===== src/rtl/hazard_scoreboard_if.sv =====
// hazard_scoreboard_if: decode-stage bus between the pipeline and the hazard scoreboard.
// Ports (slave view): i_opcode, i_reg_num_1/2, i_rd_num, i_valid, i_adv, i_flush in;
//                     stall, o_fwd_sel_1/2, o_stall_cnt out.
interface hazard_scoreboard_if #(
    parameter int CNT_W = 16
);
    logic [6:0]       i_opcode;
    logic [4:0]       i_reg_num_1;
    logic [4:0]       i_reg_num_2;
    logic [4:0]       i_rd_num;
    logic             i_valid;
    logic             i_adv;
    logic             i_flush;
    logic             stall;
    logic [3:0]       o_fwd_sel_1;
    logic [3:0]       o_fwd_sel_2;
    logic [CNT_W-1:0] o_stall_cnt;

    modport master (
        output i_opcode, i_reg_num_1, i_reg_num_2, i_rd_num, i_valid, i_adv, i_flush,
        input  stall, o_fwd_sel_1, o_fwd_sel_2, o_stall_cnt
    );

    modport slave (
        input  i_opcode, i_reg_num_1, i_reg_num_2, i_rd_num, i_valid, i_adv, i_flush,
        output stall, o_fwd_sel_1, o_fwd_sel_2, o_stall_cnt
    );
endinterface


===== src/rtl/hazard_scoreboard.sv =====
// hazard_scoreboard: RAW hazard detection, stall and forwarding-select generation for an in-order pipeline.
// Ports: i_clk, i_rst_n (asynchronous, active-low);
//        bus (slave): decode opcode/rs1/rs2/rd, i_valid, i_adv, i_flush in;
//                     stall, o_fwd_sel_1/2 (0 = regfile, k = slot k-1), o_stall_cnt out.
module hazard_scoreboard #(
    parameter int DEPTH    = 3,
    parameter int FWD_EN   = 0,
    parameter int LOAD_LAT = 2,
    parameter int CNT_W    = 16
) (
    input logic                i_clk,
    input logic                i_rst_n,
    hazard_scoreboard_if.slave bus
);
    localparam logic [6:0] OP_LUI    = 7'b0110111;
    localparam logic [6:0] OP_AUIPC  = 7'b0010111;
    localparam logic [6:0] OP_JAL    = 7'b1101111;
    localparam logic [6:0] OP_JALR   = 7'b1100111;
    localparam logic [6:0] OP_BRANCH = 7'b1100011;
    localparam logic [6:0] OP_LOAD   = 7'b0000011;
    localparam logic [6:0] OP_STORE  = 7'b0100011;
    localparam logic [6:0] OP_OPIMM  = 7'b0010011;
    localparam logic [6:0] OP_OP     = 7'b0110011;

    logic [DEPTH-1:0] vld_q, vld_d, ld_q, ld_d;
    logic [4:0]       rd_q [DEPTH];
    logic [4:0]       rd_d [DEPTH];
    logic [CNT_W-1:0] cnt_q, cnt_d;
    logic             use1, use2, writes, late, blk1, blk2, stall, issue;
    logic [3:0]       sel1, sel2;

    assign use1   = bus.i_opcode inside {OP_JALR, OP_BRANCH, OP_OPIMM, OP_OP, OP_LOAD, OP_STORE};
    assign use2   = bus.i_opcode inside {OP_BRANCH, OP_OP, OP_STORE};
    assign writes = bus.i_opcode inside {OP_OP, OP_OPIMM, OP_LOAD, OP_JAL, OP_JALR, OP_LUI, OP_AUIPC};
    // Branch/JALR resolve in ID/EX, so they need producer data one slot earlier.
    assign late   = bus.i_opcode inside {OP_BRANCH, OP_JALR};

    always_comb begin
        sel1 = '0;
        sel2 = '0;
        blk1 = 1'b0;
        blk2 = 1'b0;
        // Oldest slot first so the youngest match overwrites.
        for (int k = DEPTH - 1; k >= 0; k--) begin
            if (use1 && bus.i_reg_num_1 != '0 && vld_q[k] && rd_q[k] == bus.i_reg_num_1) begin
                sel1 = 4'(k + 1);
                blk1 = (FWD_EN == 0) || (k < ((ld_q[k] ? LOAD_LAT : 0) + (late ? 1 : 0)));
            end
            if (use2 && bus.i_reg_num_2 != '0 && vld_q[k] && rd_q[k] == bus.i_reg_num_2) begin
                sel2 = 4'(k + 1);
                blk2 = (FWD_EN == 0) || (k < ((ld_q[k] ? LOAD_LAT : 0) + (late ? 1 : 0)));
            end
        end
    end

    assign stall = bus.i_valid && !bus.i_flush && (blk1 || blk2);
    // rd=x0 producers are never tracked.
    assign issue = bus.i_valid && !bus.i_flush && !stall && writes && bus.i_rd_num != '0;

    always_comb begin
        vld_d = vld_q;
        ld_d  = ld_q;
        rd_d  = rd_q;
        if (bus.i_adv) begin
            vld_d[0] = issue;
            ld_d[0]  = bus.i_opcode == OP_LOAD;
            rd_d[0]  = bus.i_rd_num;
            for (int k = 1; k < DEPTH; k++) begin
                vld_d[k] = vld_q[k-1];
                ld_d[k]  = ld_q[k-1];
                rd_d[k]  = rd_q[k-1];
            end
        end
        cnt_d = (stall && !(&cnt_q)) ? cnt_q + CNT_W'(1) : cnt_q;
    end

    always_ff @(posedge i_clk or negedge i_rst_n) begin
        if (!i_rst_n) begin
            vld_q <= '0;
            ld_q  <= '0;
            rd_q  <= '{default: '0};
            cnt_q <= '0;
        end else begin
            vld_q <= vld_d;
            ld_q  <= ld_d;
            rd_q  <= rd_d;
            cnt_q <= cnt_d;
        end
    end

    assign bus.stall       = stall;
    assign bus.o_fwd_sel_1 = sel1;
    assign bus.o_fwd_sel_2 = sel2;
    assign bus.o_stall_cnt = cnt_q;
endmodule


===== src/flat_wrapper.sv =====
// flat-port wrapper written by rule: the top's interface ports become plain ports
module hazard_scoreboard_flat 
#(
    parameter int DEPTH    = 3,
    parameter int FWD_EN   = 0,
    parameter int LOAD_LAT = 2,
    parameter int CNT_W    = 16
)
  (i_clk, i_rst_n, bus_i_opcode, bus_i_reg_num_1, bus_i_reg_num_2, bus_i_rd_num, bus_i_valid, bus_i_adv, bus_i_flush, bus_stall, bus_o_fwd_sel_1, bus_o_fwd_sel_2, bus_o_stall_cnt);
  hazard_scoreboard_if #(.CNT_W(CNT_W)) bus_i ();
  input logic i_clk;
  input logic i_rst_n;
  input wire logic [$bits(bus_i.i_opcode)-1:0] bus_i_opcode;
  input wire logic [$bits(bus_i.i_reg_num_1)-1:0] bus_i_reg_num_1;
  input wire logic [$bits(bus_i.i_reg_num_2)-1:0] bus_i_reg_num_2;
  input wire logic [$bits(bus_i.i_rd_num)-1:0] bus_i_rd_num;
  input wire logic [$bits(bus_i.i_valid)-1:0] bus_i_valid;
  input wire logic [$bits(bus_i.i_adv)-1:0] bus_i_adv;
  input wire logic [$bits(bus_i.i_flush)-1:0] bus_i_flush;
  output wire logic [$bits(bus_i.stall)-1:0] bus_stall;
  output wire logic [$bits(bus_i.o_fwd_sel_1)-1:0] bus_o_fwd_sel_1;
  output wire logic [$bits(bus_i.o_fwd_sel_2)-1:0] bus_o_fwd_sel_2;
  output wire logic [$bits(bus_i.o_stall_cnt)-1:0] bus_o_stall_cnt;
  assign bus_i.i_opcode = bus_i_opcode;
  assign bus_i.i_reg_num_1 = bus_i_reg_num_1;
  assign bus_i.i_reg_num_2 = bus_i_reg_num_2;
  assign bus_i.i_rd_num = bus_i_rd_num;
  assign bus_i.i_valid = bus_i_valid;
  assign bus_i.i_adv = bus_i_adv;
  assign bus_i.i_flush = bus_i_flush;
  assign bus_stall = bus_i.stall;
  assign bus_o_fwd_sel_1 = bus_i.o_fwd_sel_1;
  assign bus_o_fwd_sel_2 = bus_i.o_fwd_sel_2;
  assign bus_o_stall_cnt = bus_i.o_stall_cnt;
  hazard_scoreboard #(.DEPTH(DEPTH), .FWD_EN(FWD_EN), .LOAD_LAT(LOAD_LAT), .CNT_W(CNT_W)) u_core (.i_clk(i_clk), .i_rst_n(i_rst_n), .bus(bus_i));
endmodule

===== config.mk =====
export PLATFORM = sky130hd
export DESIGN_NAME = hazard_scoreboard_flat
export DESIGN_NICKNAME = d
export VERILOG_FILES = /design/src/rtl/hazard_scoreboard_if.sv /design/src/rtl/hazard_scoreboard.sv /design/src/flat_wrapper.sv
export SDC_FILE = /design/constraint.sdc
export NUM_CORES = 1
export LEC_CHECK = 0
export ABC_AREA = 1
export CAP_MARGIN = 40
export CORE_MARGIN = 2
export CORE_UTILIZATION = 52
export DETAILED_ROUTE_END_ITERATION = 8
export GPL_TIMING_DRIVEN = 0
export PLACE_DENSITY = 0.81
export SETUP_SLACK_MARGIN = 0.1
export SLEW_MARGIN = 20
export SYNTH_ARGS = -nofsm -noshare
export SYNTH_HDL_FRONTEND = slang
export SYNTH_SLANG_ARGS = --single-unit

===== constraint.sdc =====
create_clock -name i_clk -period 1.9 [get_ports i_clk]
set_input_delay 0.285 -clock i_clk [delete_from_list [all_inputs] [get_ports i_clk]]
set_output_delay 0.285 -clock i_clk [all_outputs]
set_load 0.01 [all_outputs]

==> results by group, run 1 <==
Clocking
  – Sink Count: 34
  – H-tree levels: 2
  – Clock Path Buffers: 2
  – Total CTS buffers: 5
  – Clk pin slew, worst setup/hold paths: roughly 0.070 ns
  – Clk Latency, worst-skew pair: 0.29 ns
  – CTS Root Cell: clkbuf_8
  – CTS tree: built

STA
  – Post-route clock period utilization: 101%
  – Slew Limit Fails: 0
  – Setup Viol. Count Final: 3
  – Final Critical Period: 1.92 ns
  – Setup ws final: -0.0224 ns
  – Fmax: 520 MHz
  – Worst Skew: 0.00817 ns
  – Final Hold Fails: 0
  – RSZ-0062 raised after global routing: true

Yosys
  – Synth cell types: 27
  – Post-synth top area cell: dfrtp_1
  – Area contributors post-synth: dfrtp_1 34%, nand2_1 18%, nor2_1 5.9%
  – Synth top area share: 34.3%
  – Post-synth ARST share: 100%
  – Seq/Total Area, Yosys: 34.3%
  – Avg Inst Size Synth: 6.65 um^2
  – Register bit count reported by yosys: 34
  – Post-synth EDFFs: 0
  – Post-Syn Instances: between 300 and 400
  – Yosys warns: 0
  – Mapped Area: 2480 um^2
  – Dominant synthesized flop cell: dfrtp_1

Layout
  – Fin nets: 481
  – Final core area utilization: 74.3%
  – Synthesis-to-finish area growth: 39.5%
  – Highest-count cells in the layout ignoring fill and taps: 107 x nand2_1, 33 x nor2_1, 32 x dfrtp_1, 26 x inv_2, 26 x o21ai_0
  – ANT cells: 0
  – Share of cells above drive strength 1: 28.2%
  – Fillers: around 380
  – Commonest non-fill, non-tap cell in the layout: nand2_1

Global routing
  – GR Util All Layers: 27.2%
  – First-pass GRT wire length: 11000 um
  – GRT overflow: 0
  – Largest net degree at the start of global routing: 33
  – Initial antenna violation count: 0
  – Vias in the first global route: 2335

Die
  – Die X: between 70 and 80 um
  – Row count: 25
  – Chip height: between 70 and 80 um
  – Core area: about 4700 um^2
  – Initial core utilization: between 50% and 60%
  – Area of the die: 5340 um^2
  – Io pins: 52

Setup path
  – Worst path required time: 1.62 ns
  – Critical path type: flop to primary output
  – Slowest stage cell on the critical path: dfrtp_1
  – Critical path arrival: 1.64 ns
  – Crit end category: primary output
  – Crit start category: flop
  – Top cell by count, worst path: nand2_2
  – Top delay family on crit path: simple AND/OR/NAND/NOR gates
  – Slowest stage delay, CP: 0.42 ns
  – CP Cell Sequence: buf_6 > nand2_2 > o21ai_1 > nor2_1 > nand3_1 > nand2_1 > nand2_2 > a31oi_1 > buf_2
  – CP Max Fanout: 3
  – Crit path buf inv count: 2

Detailed routing
  – Highest routed layer: met4
  – WL met2: 3760 um
  – Total Wirelength: 7390 um
  – Met3 wire len: between 400 and 500 um
  – Vias per cell: ~5.3
  – Post-Route M1 WL: 3060 um
  – Initial DRC Count: 201
  – Post-route ant nets: 0
  – Drt drc: 0
  – Via Count: roughly 2700
  – WL/cell: 14.5 um
  – Pre-antenna DRT Iters: 5

Power
  – PwrDens: ~500 nW/um^2
  – Leakage power: ~0.0016 uW
  – VDD IR max: 0.373 mV

Worst hold path
  – Hold WC Path Type: primary input to async pin

Place
  – Number of I/O port buffers: 47
  – Pre-CTS setup slack: -0.656 ns
  – Final Wtd Congestion: 0.927
  – Final HPWL DP: just over 5000 um

Outcome
  – Failing checks: setup timing
  – Status: complete, but fails checks

Run
  – Max cap viols: 0
[Yosys cell counts, drive strengths merged, types with 4 or more instances]
cell / number
nand4: 19
nand2: 135
buf: 6
o21ai: 36
nor3: 6
nor2: 50
dfrtp: 34
xnor2: 4
clkbuf: 5
nand3: 18
inv: 42
xor2: 8
[worst paths after layout]
kind	from	depth (start not counted)	end	slack, ns
setup / recovery	u_core.rd_q[5]	9	bus_stall	-0.02
hold / removal	i_rst_n	2	u_core.rd_q[11]	0.35
setup reg to reg	u_core.rd_q[10]	12	u_core.bus.o_stall_cnt[7]	0.02
hold reg to reg	u_core.rd_q[9]	2	u_core.rd_q[4]	0.53
max in group asynchronous	i_rst_n	3	u_core.bus.o_stall_cnt[0]	1.17
min in group i_clk	u_core.rd_q[9]	2	u_core.rd_q[4]	0.53
[layout make-up]
| cell class | instances | area, um^2 | share of cell area (%) |
|---|---|---|---|
| timing repair buffer | 70 | 639 | 18.5 |
| inverter | 44 | 165 | 4.77 |
| sequential | 34 | 853 | 24.6 |
| clock buffer | 7 | 86.3 | 2.49 |
| buffer | 11 | 90.1 | 2.60 |
| tap | 54 | 67.6 | 1.95 |
| clock inverter | 1 | 5.00 | 0.145 |
| multi-input combinational | 287 | 1560 | 44.9 |
[registers in the layout, indices dropped and copies added, names as in the netlist]
signal / flops
u_core.vld_q: 3
u_core.bus.o_stall_cnt: 16
u_core.rd_q: 15
[per-layer routing]
layer  up-vias  global-route usage [%]
li1       1340                       -
met3        13                    4.14
met5         -                       0
met1      1251                    34.7
met4         0                    7.20
met2       104                    47.8
[through the flow]
| step | instances | setup TNS [ns] | hold WS (ns) | instance area (um^2) | total power, uW |
|---|---|---|---|---|---|
| after detailed placement | 478 | -7.17 | 0.0935 | 3050 | 1120 |
| after global routing | 508 | -0.998 | 0.339 | 3460 | 1810 |
| after CTS | 497 | -0.0168 | 0.323 | 3250 | 1690 |
| after global placement | 477 | -12.65 | 0.493 | 3030 | 1110 |
| after floorplan | 376 | 0 | -0.0106 | 2490 | 974 |
| final | 508 | -0.0377 | 0.345 | 3460 | 1730 |
[power breakdown]
group          switching [uW]  internal [uW]
clock network             278            293
logic                     210            144
registers                42.9            761
[what timing repair did]
item                                    4_1_cts  5_1_grt
endpoints found under the setup margin       16       21
hold buffers                                  1        0
gates resized for setup                      61       42
gates cloned                                  0        1
pin swaps                                    23       21
buffers inserted                             10       10
endpoints found under the hold margin        34        0
[cell families (layout without fill, tap and decap cells)]
logic type	Yosys count	count (layout)	share of synthesized area, %
adder cells (fa/ha/maj)	1	1	0.504
flip-flops	34	34	34.3
AND/OR/NAND/NOR	228	228	42.5
AO/OA/AOI/OAI	42	42	8.83
XOR/XNOR	12	12	4.24
buffers and inverters	55	133	9.53
other	1	4	0.151
No activity file was read; power rests on OpenSTA's default activity.
==> run 2: changes to the inputs <==
--- a/config.mk
+++ b/config.mk
@@ -14,4 +14,5 @@
 export PLACE_DENSITY = 0.81
 export SETUP_SLACK_MARGIN = 0.1
+export SKIP_CTS_REPAIR_TIMING = 1
 export SLEW_MARGIN = 20
 export SYNTH_ARGS = -nofsm -noshare
==> constraint.sdc (replaced) <==
create_clock -name i_clk -period 1.9 [get_ports i_clk]
set_input_delay 0.38 -clock i_clk [delete_from_list [all_inputs] [get_ports i_clk]]
set_output_delay 0.38 -clock i_clk [all_outputs]
set_load 0.01 [all_outputs]
==> run 2 against run 1 <==
Net effect: sequential cell count did not move; non-clock buffer count fell by 6; the run still ends with setup timing left; count of clock-buffer cells in the layout did not move; cell count fell by 1.2%.
==> results by group, run 2 (synthesis results as in run 1) <==
Global routing
  – Initial antenna violation count: 0
  – First-pass GRT wire length: approximately 11000 um
  – GR Util All Layers: about a quarter
  – Largest net degree at the start of global routing: 33
  – Vias in the first global route: around 2200
  – GRT overflow: 0

Place
  – Final Wtd Congestion: 0.927
  – Final HPWL DP: 5150 um
  – DP Cell Count: 478
  – Placed Area: around 3000 um^2
  – Number of I/O port buffers: between 40 and 50

Setup path
  – Critical path arrival: 1.67 ns
  – Critical Path Source: u_core.rd_q[5]
  – RR Endpoint: u_core.bus.o_stall_cnt[7]
  – Critical path capture point: bus_o_fwd_sel_2[0]
  – CP Max Fanout: 5
  – Worst R2R Path Depth: 12
  – Worst reg2reg path startpoint: u_core.rd_q[10]
  – Crit end category: primary output
  – Critical path type: flop to primary output
  – Worst path required time: between 1.5 and 2 ns
  – Crit start category: flop
  – Worst R2R Setup Slack: -0.02 ns

Layout
  – Largest register FFs: 16
  – Highest-count cells in the layout ignoring fill and taps: 110 x nand2_1, 32 x nor2_1, 30 x dfrtp_1, 27 x o21ai_0, 24 x clkdlybuf4s50_1
  – Fillers: 387
  – Final Cell Area: about 3500 um^2
  – Fin nets: around 480
  – ANT cells: 0
  – Synthesis-to-finish area growth: 40.1%
  – Commonest non-fill, non-tap cell in the layout: nand2_1
  – Finished Layout Cells: 502
  – Share of cells above drive strength 1: a little over a quarter

Die
  – Initial core utilization: a little over half
  – Area of the die: 5340 um^2
  – Io pins: 52
  – Row count: 25
  – Chip height: 73.1 um
  – Core area: 4660 um^2
  – Die X: 73.1 um

Power
  – PwrDens: slightly below 500 nW/um^2
  – Sw power: ~520 uW
  – Leakage power: 0.00174 uW
  – Clk pwr share: 33.2%
  – Switching share of power: 30.6%
  – Reg power frac: 46.7%
  – Internal cell power: 1190 uW
  – Power, Total: 1720 uW
  – Combinational share of power: ~20%
  – VDD IR max: 0.401 mV

Worst hold path
  – Hold WC Path Type: primary input to async pin

Detailed routing
  – Pre-antenna DRT Iters: 5
  – Vias per cell: about 5.4
  – Post-route ant nets: 0
  – Total Wirelength: roughly 7500 um
  – Initial DRC Count: ~180
  – Via Count: 2688
  – Drt drc: 0
  – WL/cell: 14.9 um

Clocking
  – Sink Count: 34
  – Clock Path Buffers: 2
  – CTS Root Cell: clkbuf_8
  – CTS tree: built
  – Total CTS buffers: 5
  – H-tree levels: 2
  – Clk Latency, worst-skew pair: 0.29 ns
  – Clk pin slew, worst setup/hold paths: ~0.07 ns

STA
  – Worst Skew: 0.00836 ns
  – Fmax: 487 MHz
  – Post-route clock period utilization: 108%
  – Tightest Pin Transition: ~0.51 ns
  – Setup ws final: -0.153 ns
  – Final Hold Fails: 0
  – Setup Viol. Count Final: 10
  – Worst hold slack: between 0.4 and 0.5 ns
  – Slew Limit Fails: 0
  – Slew headroom: 66.3%
  – RSZ-0062 raised after global routing: true
  – Final Critical Period: between 2 and 2.5 ns
  – Total negative slack: -0.516 ns

Outcome
  – Failing checks: setup timing
  – Status: complete, but fails checks

Run
  – Max cap viols: 0
[run 2: cell types whose count changed in the layout (fill, tap and decap cells not counted), sizes merged]
cell	previous run	this run
buf	33	28
dlymetal6s2s	0	17
clkbuf	13	12
dlygate4sd2	17	0
[run 2: layer usage]
layer  global-route usage [%]  wire, um  up-vias
li1                         -         -     1330
met1                     33.9      3100     1239
met2                     44.2      3790      105
met3                     4.28       443       14
met4                     8.64       152        0
met5                        0         0        -
[run 2: per-stage QoR]
step                util (%)  setup WS [ns]
finish                  74.6         -0.153
global route            74.6         -0.246
CTS                     67.3         -0.846
detailed placement      65.3         -0.846
global placement        65.0         -0.818
floorplan                  -          0.198
[run 2: final cells by class]
cell class              instances  area [um^2]  area share [%]
plain buffers                  11         83.8            2.41
repair buffers                 64          658            18.9
inverters                      44          165            4.75
clock inverters                 1         5.00           0.144
well taps                      54         67.6            1.94
flip-flops and latches         34          856            24.6
clock buffers                   7         86.3            2.48
multi-input cells             287         1560            44.7
[run 2: power by group through the flow]
| stage | Sequential, uW | Clock, uW | Combinational [uW] |
|---|---|---|---|
| finish | 802 | 571 | 344 |
| global route | 806 | 603 | 382 |
| CTS | 798 | 581 | 306 |
| detailed placement | 813 | 0 | 305 |
| global placement | 813 | 0 | 297 |
| floorplan | 801 | 0 | 173 |
[run 2: worst min path at each step]
stage / cells after the start / from / end
5_1_grt: 2 / i_rst_n / u_core.rd_q[11]
6_report: 2 / i_rst_n / u_core.rd_q[6]
3_3_place_gp: 2 / u_core.bus.o_stall_cnt[15] / u_core.bus.o_stall_cnt[15]
2_1_floorplan: 0 / i_rst_n / u_core.bus.o_stall_cnt[0]
3_5_place_dp: 1 / i_rst_n / u_core.rd_q[11]
4_1_cts: 1 / i_rst_n / u_core.rd_q[11]
[run 2: critical path, cell delays in order (launching register included)]
cell and delay, ns:
dfrtp_2 0.40, inv_1 0.07, nand2_1 0.07, o21ai_1 0.06
nor2_1 0.14, nand3_2 0.14, o21ai_0 0.22, o21ai_0 0.12
buf_2 0.15
==> variant, RTL diff (config.mk and constraints of run 2) <==
`DEPTH` is set to 3 in 2 places; all go to 6.
--- a/src/rtl/hazard_scoreboard.sv
+++ b/src/rtl/hazard_scoreboard.sv
@@ -3,7 +3,7 @@
 //        bus (slave): decode opcode/rs1/rs2/rd, i_valid, i_adv, i_flush in;
 //                     stall, o_fwd_sel_1/2 (0 = regfile, k = slot k-1), o_stall_cnt out.
 module hazard_scoreboard #(
-    parameter int DEPTH    = 3,
+    parameter int DEPTH    = 6,
     parameter int FWD_EN   = 0,
     parameter int LOAD_LAT = 2,
     parameter int CNT_W    = 16
--- a/src/flat_wrapper.sv
+++ b/src/flat_wrapper.sv
@@ -1,7 +1,7 @@
 // flat-port wrapper written by rule: the top's interface ports become plain ports
 module hazard_scoreboard_flat 
 #(
-    parameter int DEPTH    = 3,
+    parameter int DEPTH    = 6,
     parameter int FWD_EN   = 0,
     parameter int LOAD_LAT = 2,
     parameter int CNT_W    = 16
Behaviour: not the same (a bounded check fails within 10 cycles, from zero or initial values and one cycle with i_rst_n low).
==> variant against run 2 <==
Critical path type unchanged. Combinational power grew 140%. Register-to-register slack lost 0.08 ns. Cell count rose by 60%. Cell area rose by 48%. Wire length increased by 81%. The run still ends with setup timing left. Synthesized area grew 58%. Power grew 65%. Sequential cell count is 18 higher. Via count grew 73%. Hold slack lost 0.35 ns. Sequential share of layout area grew 0.82 points. Worst setup slack worse by 0.20 ns. Clock power grew 17%.
==> variant: results <==
metrics = {
    "power_and_ir_drop": {
        "seq-power_mw": 1.33,
        "ir_drop_mv": 0.426,
        "clkPwrFrac_pct": 23.5,
        "p_int_mw": 1.82,
        "leakage_nw": 2.54,
    },
    "global_route": {
        "grt_pass1_wl_mm": 20.2,
        "grt_pass1_vias": 4034,
        "grt.total_usage_pct": 30.8,
        "grt_use_met1_pct": 43.4,
    },
    "logic_synthesis": {
        "synth_common_cells": "nand2_1 (241), nor2_1 (57), inv_1 (54), dfrtp_1 (52), o21ai_0 (42)",
        "synthTopCellsByArea": "dfrtp_1 (33%), nand2_1 (23%), nor2_1 (5.5%), o21ai_0 (5.4%), inv_1 (5.2%)",
        "seq_area_frac_synth_pct": 33.2,
    },
    "placed_design": {
        "placedCellCount": 760,
        "dp_slack_ns": -1.58,
        "place.gp.congestion": 1.02,
        "placed_cell_area_um2": 4490,
        "io_buffers": 43,
        "hpwlAfterDp_mm": 9.26,
    },
    "setup_path": {
        "cp-startpoint": "u_core.rd_q[1]$_DFFE_PN0P_",
        "reg2reg_slack_ns": -0.10,
        "setup.worst_path.end": "bus_o_fwd_sel_2[1]",
        "slowest_delay_ns": 0.44,
        "r2r_end": "u_core.bus.o_stall_cnt[14]$_DFFE_PN0P_",
        "worstRegToRegCells": 14,
        "crit_slowest_cell": "nor4b_4",
        "regToRegStartpoint": "u_core.rd_q[15]$_DFFE_PN0P_",
        "path_max_fanout": 3,
        "crit_family": "simple AND/OR/NAND/NOR gates",
    },
    "cts": {
        "worstSkewPairLatency_ns": 0.31,
    },
    "outcome": {
        "violations": "setup timing",
        "status": "finished, violations left",
    },
    "detailed_routing": {
        "drt-initial-drc-count": 432,
        "vias": 4642,
        "wirelength_mm": 13.6,
        "met3_length_mm": 1.27,
        "wl_met1_mm": 5.64,
        "met2_wirelength_mm": 6.21,
    },
    "timing": {
        "setup_slack_ns": -0.351,
        "setup_violations": 22,
        "worst_clock_skew_ns": 0.0135,
        "relSlewSlack_pct": 54.7,
    },
    "cells_and_area": {
        "largest_reg_flops": 30,
        "fin_nets": 729,
        "fin_cells": 801,
        "num_antenna_cells": 0,
    },
}
variant: through the flow:
| stage | hold slack, ns | util, % | setup TNS, ns |
|---|---|---|---|
| after detailed placement | 0.471 | 61.5 | -22.61 |
| after floorplan | 0.0844 | - | 0 |
| after global placement | 0.472 | 61.6 | -82.00 |
| final | 0.0820 | 70.4 | -2.80 |
| after CTS | 0.131 | 62.8 | -16.96 |
| after global routing | 0.153 | 70.4 | -4.49 |
variant: layout make-up:
| class | instances | area (um2) |
|---|---|---|
| Inverter | 66 | 283 |
| Clock buffer | 8 | 90.1 |
| Timing Repair Buffer | 76 | 681 |
| Tap cell | 99 | 124 |
| Multi-Input combinational cell | 480 | 2510 |
| Sequential cell | 52 | 1310 |
| Fill cell | 643 | 2160 |
| Buffer | 20 | 140 |
variant: logic make-up after synthesis:
kind of cell	Yosys count	synth area share, %
other	1	0.0956
xor gates and xnor gates	16	3.57
buffers and inverters	86	9.38
and+or+nand+nor	400	45.0
DFF	52	33.2
adders and majority gates	1	0.319
AOI/OAI and AO/OA	61	8.49
